$ cat src/rtl/keypad_scanner_pkg.sv
// Shared types and constants for the 4x4 matrix keypad scanner.
package keypad_scanner_pkg;

    localparam int unsigned KILO     = 1000;
    localparam int unsigned NUM_KEYS = 16;
    localparam int unsigned KEY_W    = 4;
    localparam int unsigned COL_W    = 4;
    localparam int unsigned ROW_W    = 4;
    localparam int unsigned CNT_W    = 4;
    localparam int unsigned CNT_MAX  = 15;

    typedef enum logic [1:0] {
        KP_NONE  = 2'd0,
        KP_ONE   = 2'd1,
        KP_MULTI = 2'd2
    } frame_class_e;

    typedef enum logic [1:0] {
        KP_IDLE    = 2'd0,
        KP_PRESS   = 2'd1,
        KP_HELD    = 2'd2,
        KP_RELEASE = 2'd3
    } kp_state_e;

    typedef struct packed {
        frame_class_e     cls;
        logic [KEY_W-1:0] idx;
    } frame_info_t;

    // Advance the active-low column strobe: 1110 -> 1101 -> 1011 -> 0111 -> 1110.
    function automatic logic [COL_W-1:0] rotate_col(input logic [COL_W-1:0] col);
        return {col[COL_W-2:0], col[COL_W-1]};
    endfunction

endpackage

$ cat src/rtl/keypad_frame_decoder.sv
// Classifies a full 16-key snapshot as no key, exactly one key (with index) or several keys.
module keypad_frame_decoder
    import keypad_scanner_pkg::*;
(
    input  logic [NUM_KEYS-1:0] snapshot,
    output frame_info_t         info_c
);

    logic [4:0]       ones;
    logic [KEY_W-1:0] last;

    always_comb begin
        ones = 5'd0;
        last = '0;
        for (int i = 0; i < NUM_KEYS; i++) begin
            if (snapshot[i]) begin
                ones = ones + 5'd1;
                last = KEY_W'(i);
            end
        end

        info_c.idx = '0;
        if (ones == 5'd0) begin
            info_c.cls = KP_NONE;
        end else if (ones == 5'd1) begin
            info_c.cls = KP_ONE;
            info_c.idx = last;
        end else begin
            info_c.cls = KP_MULTI;
        end
    end

endmodule

$ cat src/rtl/keypad_scanner.sv
// Column-strobed 4x4 keypad scanner with frame-level debounce; emits a one-cycle
// pulse and code for each newly accepted single-key press.
module keypad_scanner
    import keypad_scanner_pkg::*;
#(
    parameter int unsigned CLK_FREQ_HZ    = KILO,
    parameter int unsigned DEBOUNCE_SCANS = 4
) (
    input  logic             clk,
    input  logic             reset,
    input  logic [ROW_W-1:0] ROW,
    output logic [COL_W-1:0] COL,
    output logic [KEY_W-1:0] key_code,
    output logic             key_valid,
    output logic             key_held
);

    localparam int unsigned DWELL   = ((CLK_FREQ_HZ / KILO) > 0) ? (CLK_FREQ_HZ / KILO) : 1;
    localparam int unsigned DWELL_W = (DWELL > 1) ? $clog2(DWELL) : 1;

    localparam logic [DWELL_W-1:0] DWELL_LAST = DWELL_W'(DWELL - 1);
    localparam logic [CNT_W-1:0]   DEB_TARGET = CNT_W'(DEBOUNCE_SCANS);
    localparam logic [CNT_W-1:0]   CNT_SAT    = CNT_W'(CNT_MAX);
    localparam logic [COL_W-1:0]   COL_FIRST  = 4'b1110;

    logic [DWELL_W-1:0]  dwell_q, dwell_d;
    logic [COL_W-1:0]    col_q, col_d;
    logic [1:0]          col_idx_q, col_idx_d;
    logic [NUM_KEYS-1:0] snap_q, snap_d;
    logic [CNT_W-1:0]    cnt_q, cnt_d;
    frame_class_e        prev_cls_q, prev_cls_d;
    logic [KEY_W-1:0]    prev_idx_q, prev_idx_d;
    kp_state_e           state_q, state_d;
    logic [KEY_W-1:0]    key_code_q, key_code_d;
    logic                key_valid_q, key_valid_d;
    logic                key_held_q, key_held_d;

    logic        capture_c;
    logic        frame_end_c;
    logic        same_c;
    frame_info_t frame_c;

    // The decoder sees the merged snapshot, so column 3 counts in the frame it closes.
    keypad_frame_decoder u_decoder (
        .snapshot (snap_d),
        .info_c   (frame_c)
    );

    // Column scan, snapshot capture and stable-frame counting.
    always_comb begin
        dwell_d    = dwell_q + DWELL_W'(1);
        col_d      = col_q;
        col_idx_d  = col_idx_q;
        snap_d     = snap_q;
        cnt_d      = cnt_q;
        prev_cls_d = prev_cls_q;
        prev_idx_d = prev_idx_q;

        capture_c   = (dwell_q == DWELL_LAST);
        frame_end_c = capture_c && (col_idx_q == 2'd3);
        same_c      = (frame_c.cls == prev_cls_q) &&
                      ((frame_c.cls != KP_ONE) || (frame_c.idx == prev_idx_q));

        if (capture_c) begin
            dwell_d                          = '0;
            col_d                            = rotate_col(col_q);
            col_idx_d                        = col_idx_q + 2'd1;
            snap_d[{col_idx_q, 2'b00} +: ROW_W] = ~ROW;
        end

        if (frame_end_c) begin
            if (same_c) begin
                cnt_d = (cnt_q == CNT_SAT) ? cnt_q : cnt_q + CNT_W'(1);
            end else begin
                cnt_d = CNT_W'(1);
            end
            prev_cls_d = frame_c.cls;
            prev_idx_d = frame_c.idx;
        end
    end

    // Press/release state machine, stepped once per frame.
    always_comb begin
        state_d     = state_q;
        key_code_d  = key_code_q;
        key_valid_d = 1'b0;
        key_held_d  = key_held_q;

        if (frame_end_c) begin
            unique case (state_q)
                KP_IDLE, KP_PRESS: begin
                    if (frame_c.cls == KP_ONE) begin
                        if (cnt_d == DEB_TARGET) begin
                            state_d     = KP_HELD;
                            key_code_d  = frame_c.idx;
                            key_valid_d = 1'b1;
                            key_held_d  = 1'b1;
                        end else begin
                            state_d = KP_PRESS;
                        end
                    end else begin
                        state_d = KP_IDLE;
                    end
                end
                KP_HELD, KP_RELEASE: begin
                    if (frame_c.cls == KP_NONE) begin
                        if (cnt_d == DEB_TARGET) begin
                            state_d    = KP_IDLE;
                            key_held_d = 1'b0;
                        end else begin
                            state_d = KP_RELEASE;
                        end
                    end else begin
                        state_d = KP_HELD;
                    end
                end
                default: state_d = KP_IDLE;
            endcase
        end
    end

    always_ff @(posedge clk) begin
        if (!reset) begin
            dwell_q     <= '0;
            col_q       <= COL_FIRST;
            col_idx_q   <= 2'd0;
            snap_q      <= '0;
            cnt_q       <= '0;
            prev_cls_q  <= KP_NONE;
            prev_idx_q  <= '0;
            state_q     <= KP_IDLE;
            key_code_q  <= '0;
            key_valid_q <= 1'b0;
            key_held_q  <= 1'b0;
        end else begin
            dwell_q     <= dwell_d;
            col_q       <= col_d;
            col_idx_q   <= col_idx_d;
            snap_q      <= snap_d;
            cnt_q       <= cnt_d;
            prev_cls_q  <= prev_cls_d;
            prev_idx_q  <= prev_idx_d;
            state_q     <= state_d;
            key_code_q  <= key_code_d;
            key_valid_q <= key_valid_d;
            key_held_q  <= key_held_d;
        end
    end

    assign COL       = col_q;
    assign key_code  = key_code_q;
    assign key_valid = key_valid_q;
    assign key_held  = key_held_q;

endmodule

$ cat config.mk
export PLATFORM = sky130hd
export DESIGN_NAME = keypad_scanner
export DESIGN_NICKNAME = d
export VERILOG_FILES = /design/src/rtl/keypad_scanner_pkg.sv /design/src/rtl/keypad_frame_decoder.sv /design/src/rtl/keypad_scanner.sv
export SDC_FILE = /design/constraint.sdc
export NUM_CORES = 1
export LEC_CHECK = 0
export CAP_MARGIN = 20
export CORE_ASPECT_RATIO = 0.75
export CORE_MARGIN = 2
export CORE_UTILIZATION = 35
export CTS_CLUSTER_DIAMETER = 30
export CTS_CLUSTER_SIZE = 25
export DETAILED_ROUTE_END_ITERATION = 8
export SETUP_SLACK_MARGIN = 0.05
export SYNTH_ARGS = -nofsm -noshare
export SYNTH_HDL_FRONTEND = slang
export SYNTH_SLANG_ARGS = --single-unit
$ cat constraint.sdc
create_clock -name clk -period 17.9 [get_ports clk]
set_input_delay 5.37 -clock clk [delete_from_list [all_inputs] [get_ports clk]]
set_output_delay 5.37 -clock clk [all_outputs]
set_load 0.02 [all_outputs]
==> metrics.md <==
| Metric | Value |
|---|---|
| All-Layer GR Usage | about 16% |
| Syn Inst Count | between 400 and 500 |
| Starting Density | a little over a third |
| Kind of critical path | in2reg |
| Postcts setup bufs | 0 |
| Non-filler cells, final | around 610 |
| Setup-failing EPs final | 0 |
| Seq cells post-synth | 40 |
| Vias after detailed routing | 3331 |
| Hold Buf Count CTS | 0 |
| Starting DRT DRC Count | 198 |
| Worst EP arrival | between 15 and 20 ns |
| Fin. Hold Viols | 0 |
| Crit-path max FO | 9 |
| Ys flop type | dfxtp_1 |
| First-pass iteration count of the detailed router | 5 |
| Crit start category | input port |
| Final Wtd Congestion | between 0.8 and 0.9 |
| VDD IR max | 0.0354 mV |
| Ys Warns | 0 |
| Total grt overflow | 0 |
| DRC viols | 0 |
| Area contributors post-synth | dfxtp_1, xnor2_1, ha_1 |
| PD cells | 73.7 mW/mm2 |
| Die area | 0.0117 mm2 |
| Async S/R FF share, synth | 0% |
| Setup Skew | between 0.005 and 0.006 ns |
| Post-Syn Area | 0.00379 mm2 |
| Final nets | approximately 500 |
| FP Rows | 32 |
| Critical Path Max Stage Delay | 0.69 ns |
| Vias per cell | 5.47 |
| Clock latency on the worst-skew pair | roughly 0.28 ns |
| Max Slew Vio Count | 0 |
| Flop-to-flop setup slack | 5.40 ns |
| Static Leak | 1.63 nW |
| WP data required | about 18 ns |
| Antenna viol nets, final | 0 |
| R2R cell count | 55 |
| Cell Area, Placed | 0.00404 mm2 |
| Worst hold slack | 0.472 ns |
| Max-cap violations | 0 |
| Max Root-Sink Buffers | 2 |
| Register area share after synthesis | a little over a fifth |
| CTS sink count | 40 |
| Slew @ Worst Pin | ~1.0 ns |
| Setup TNS Final | 0 ns |
| Status | completed |
| Worst hold path type | reg2reg |
| Post_cts resized | 0 |
| Routed wire length | approximately 8900 um |
| Origin of the critical flop-to-flop path | col_idx_q[0] |
| Share of the synthesized area in the top cell type | 21.1% |
| Fin area | 0.00419 mm2 |
| Area Growth Syn to Fin | 10.4% |
| PortBufs | 15 |
| Io pins | 16 |
| Share of layout cells above drive strength 1 | under 10% |
| Largest net degree at the start of global routing | 29 |
| Worst slew margin | 33.0% |
| CP Capture Type | flip-flop |
| Yosys cell types | between 80 and 90 |
| Cts bufs inserted | 5 |
| Syn avg cell area | roughly 8.1 um2 |
| Placed cells | 601 |
| CTS H-Tree Depth | 2 |
| Die height | roughly 94 um |
| Clk pin slew, worst setup/hold paths | approximately 0.050 ns |
| First-pass GRT wire length | around 15000 um |
| Top cell by count, worst path | ha_1 |
| Fin crit period | roughly 17 ns |
| Final Cycle Share | just over 90% |
| Post-DP HPWL | roughly 7000 um |
| ANT cells | 0 |
| Core footprint | 0.0104 mm2 |
| Unrepaired setup endpoints after global routing | no |
| Initial antenna violation count | 0 |
| CTS tree | yes |
| Post-synth EDFFs | 0 |
| DR WL/cell | ~15 um |
| Worst setup path end | cnt_q[0] |
| Critical R2R Capture | cnt_q[0] |
| Cell taking the most area after synthesis | dfxtp_1 |
| Fmax | 60.2 MHz |
| Worst Setup SP | ROW[1] |
| Chip width | between 100 and 150 um |
| Root buffer cell | clkbuf_16 |
| Slowest CP cell | clkdlybuf4s50_1 |
| Vias in the first global route | between 3000 and 4000 |
| Synthesized Nets | 494 |
kinds of logic after synthesis:
logic type | Yosys count | synth area share (%)
AO/OA/AOI/OAI | 112 | 22.5
XOR/XNOR | 51 | 15.3
adder cells (fa/ha/maj) | 19 | 6.27
buffers and inverters | 45 | 4.65
flip-flops | 40 | 21.1
multiplexers | 18 | 5.18
other | 1 | 0.0989
AND/OR/NAND/NOR | 183 | 24.9
synthesized netlist by cell type, types with 4 or more instances:
cell / n
nor2b_1: 5
inv_1: 23
a2bb2oi_1: 4
xnor2_1: 28
nand2_1: 55
nand2b_1: 7
nand4_1: 5
nor2_1: 41
o21ai_0: 14
nor3b_1: 7
o31ai_1: 5
clkbuf_1: 15
dfxtp_1: 40
nand3_1: 22
xor2_1: 12
o21a_1: 4
mux2i_1: 14
a21oi_1: 36
nor3_1: 10
and2_1: 8
ha_1: 19
worst min-delay path by stage:
stage,start,end,slack [ns],cells past startpoint
finish,prev_idx_q[3],prev_idx_q[3],0.47,2
global route,key_code[2],key_code[2],0.50,2
CTS,prev_idx_q[3],prev_idx_q[3],0.47,2
detailed placement,prev_idx_q[3],prev_idx_q[3],0.47,2
global placement,prev_idx_q[0],prev_idx_q[0],0.45,2
floorplan,prev_idx_q[1],prev_idx_q[1],0.45,2
metal layers:
layer  up-vias  track usage (%)  part of all wire [%]
met2        80             23.4                    41
met5         -                0                     0
met4         0             3.00                  0.88
li1       1694                -                     -
met1      1548             24.2                    54
met3         9             2.12                   4.3
worst max-delay path: cells and delay by family:
family,cells,cell delay (ns)
compound gates,16,3.16
fa+ha+maj,13,3.81
simple gates,16,1.85
buf+inv,4,0.94
xor+xnor,1,0.38
mux,4,1.28
cells in the final DEF (no fill, tap or decap), types with 7 or more instances in the layout:
master | synthesis | layout
a21oi_1 | 36 | 36
and2_1 | 8 | 8
clkdlybuf4s50_1 | 0 | 15
dfxtp_1 | 40 | 40
ha_1 | 19 | 19
inv_1 | 23 | 23
mux2i_1 | 14 | 14
nand2_1 | 55 | 55
nand2b_1 | 7 | 7
nand3_1 | 22 | 22
nor2_1 | 41 | 41
nor3_1 | 10 | 10
nor3b_1 | 7 | 7
o21ai_0 | 14 | 14
xnor2_1 | 28 | 28
xor2_1 | 12 | 12
sequential cells by signal, summed over array words and instances, names as in the netlist:
| name | flops |
|---|---|
| prev_cls_q | 2 |
| cnt_q | 4 |
| dwell_q | 1 |
| col_idx_q | 2 |
| snap_q | 16 |
| key_held | 1 |
| prev_idx_q | 4 |
| key_code | 4 |
| state_q | 1 |
| key_valid | 1 |
| COL | 4 |
where the power goes:
group | leakage [nW] | internal, mW | switching, mW
Clock | 0.0712 | 0.0555 | 0.0322
Sequential | 0.324 | 0.0910 | 0.00338
Combinational | 1.23 | 0.0520 | 0.0746
area by class of cell:
cell class              count  area [um2]
inverters                  24        90.1
multi-input cells         384        2810
fillers                  1048        6220
repair buffers             17         165
clock buffers               8         146
flip-flops and latches     40         801
well taps                 136         170
stage by stage:
stage          power, mW  utilization (%)  setup slack [ns]
6_report           0.309             40.2              1.30
5_1_grt            0.333             40.2             0.398
3_5_place_dp       0.221             38.8              1.22
2_1_floorplan      0.197                -              2.92
4_1_cts            0.311             40.2              1.41
3_3_place_gp       0.220             38.8              1.32
Note: power is estimated with default switching activity, not from simulation.
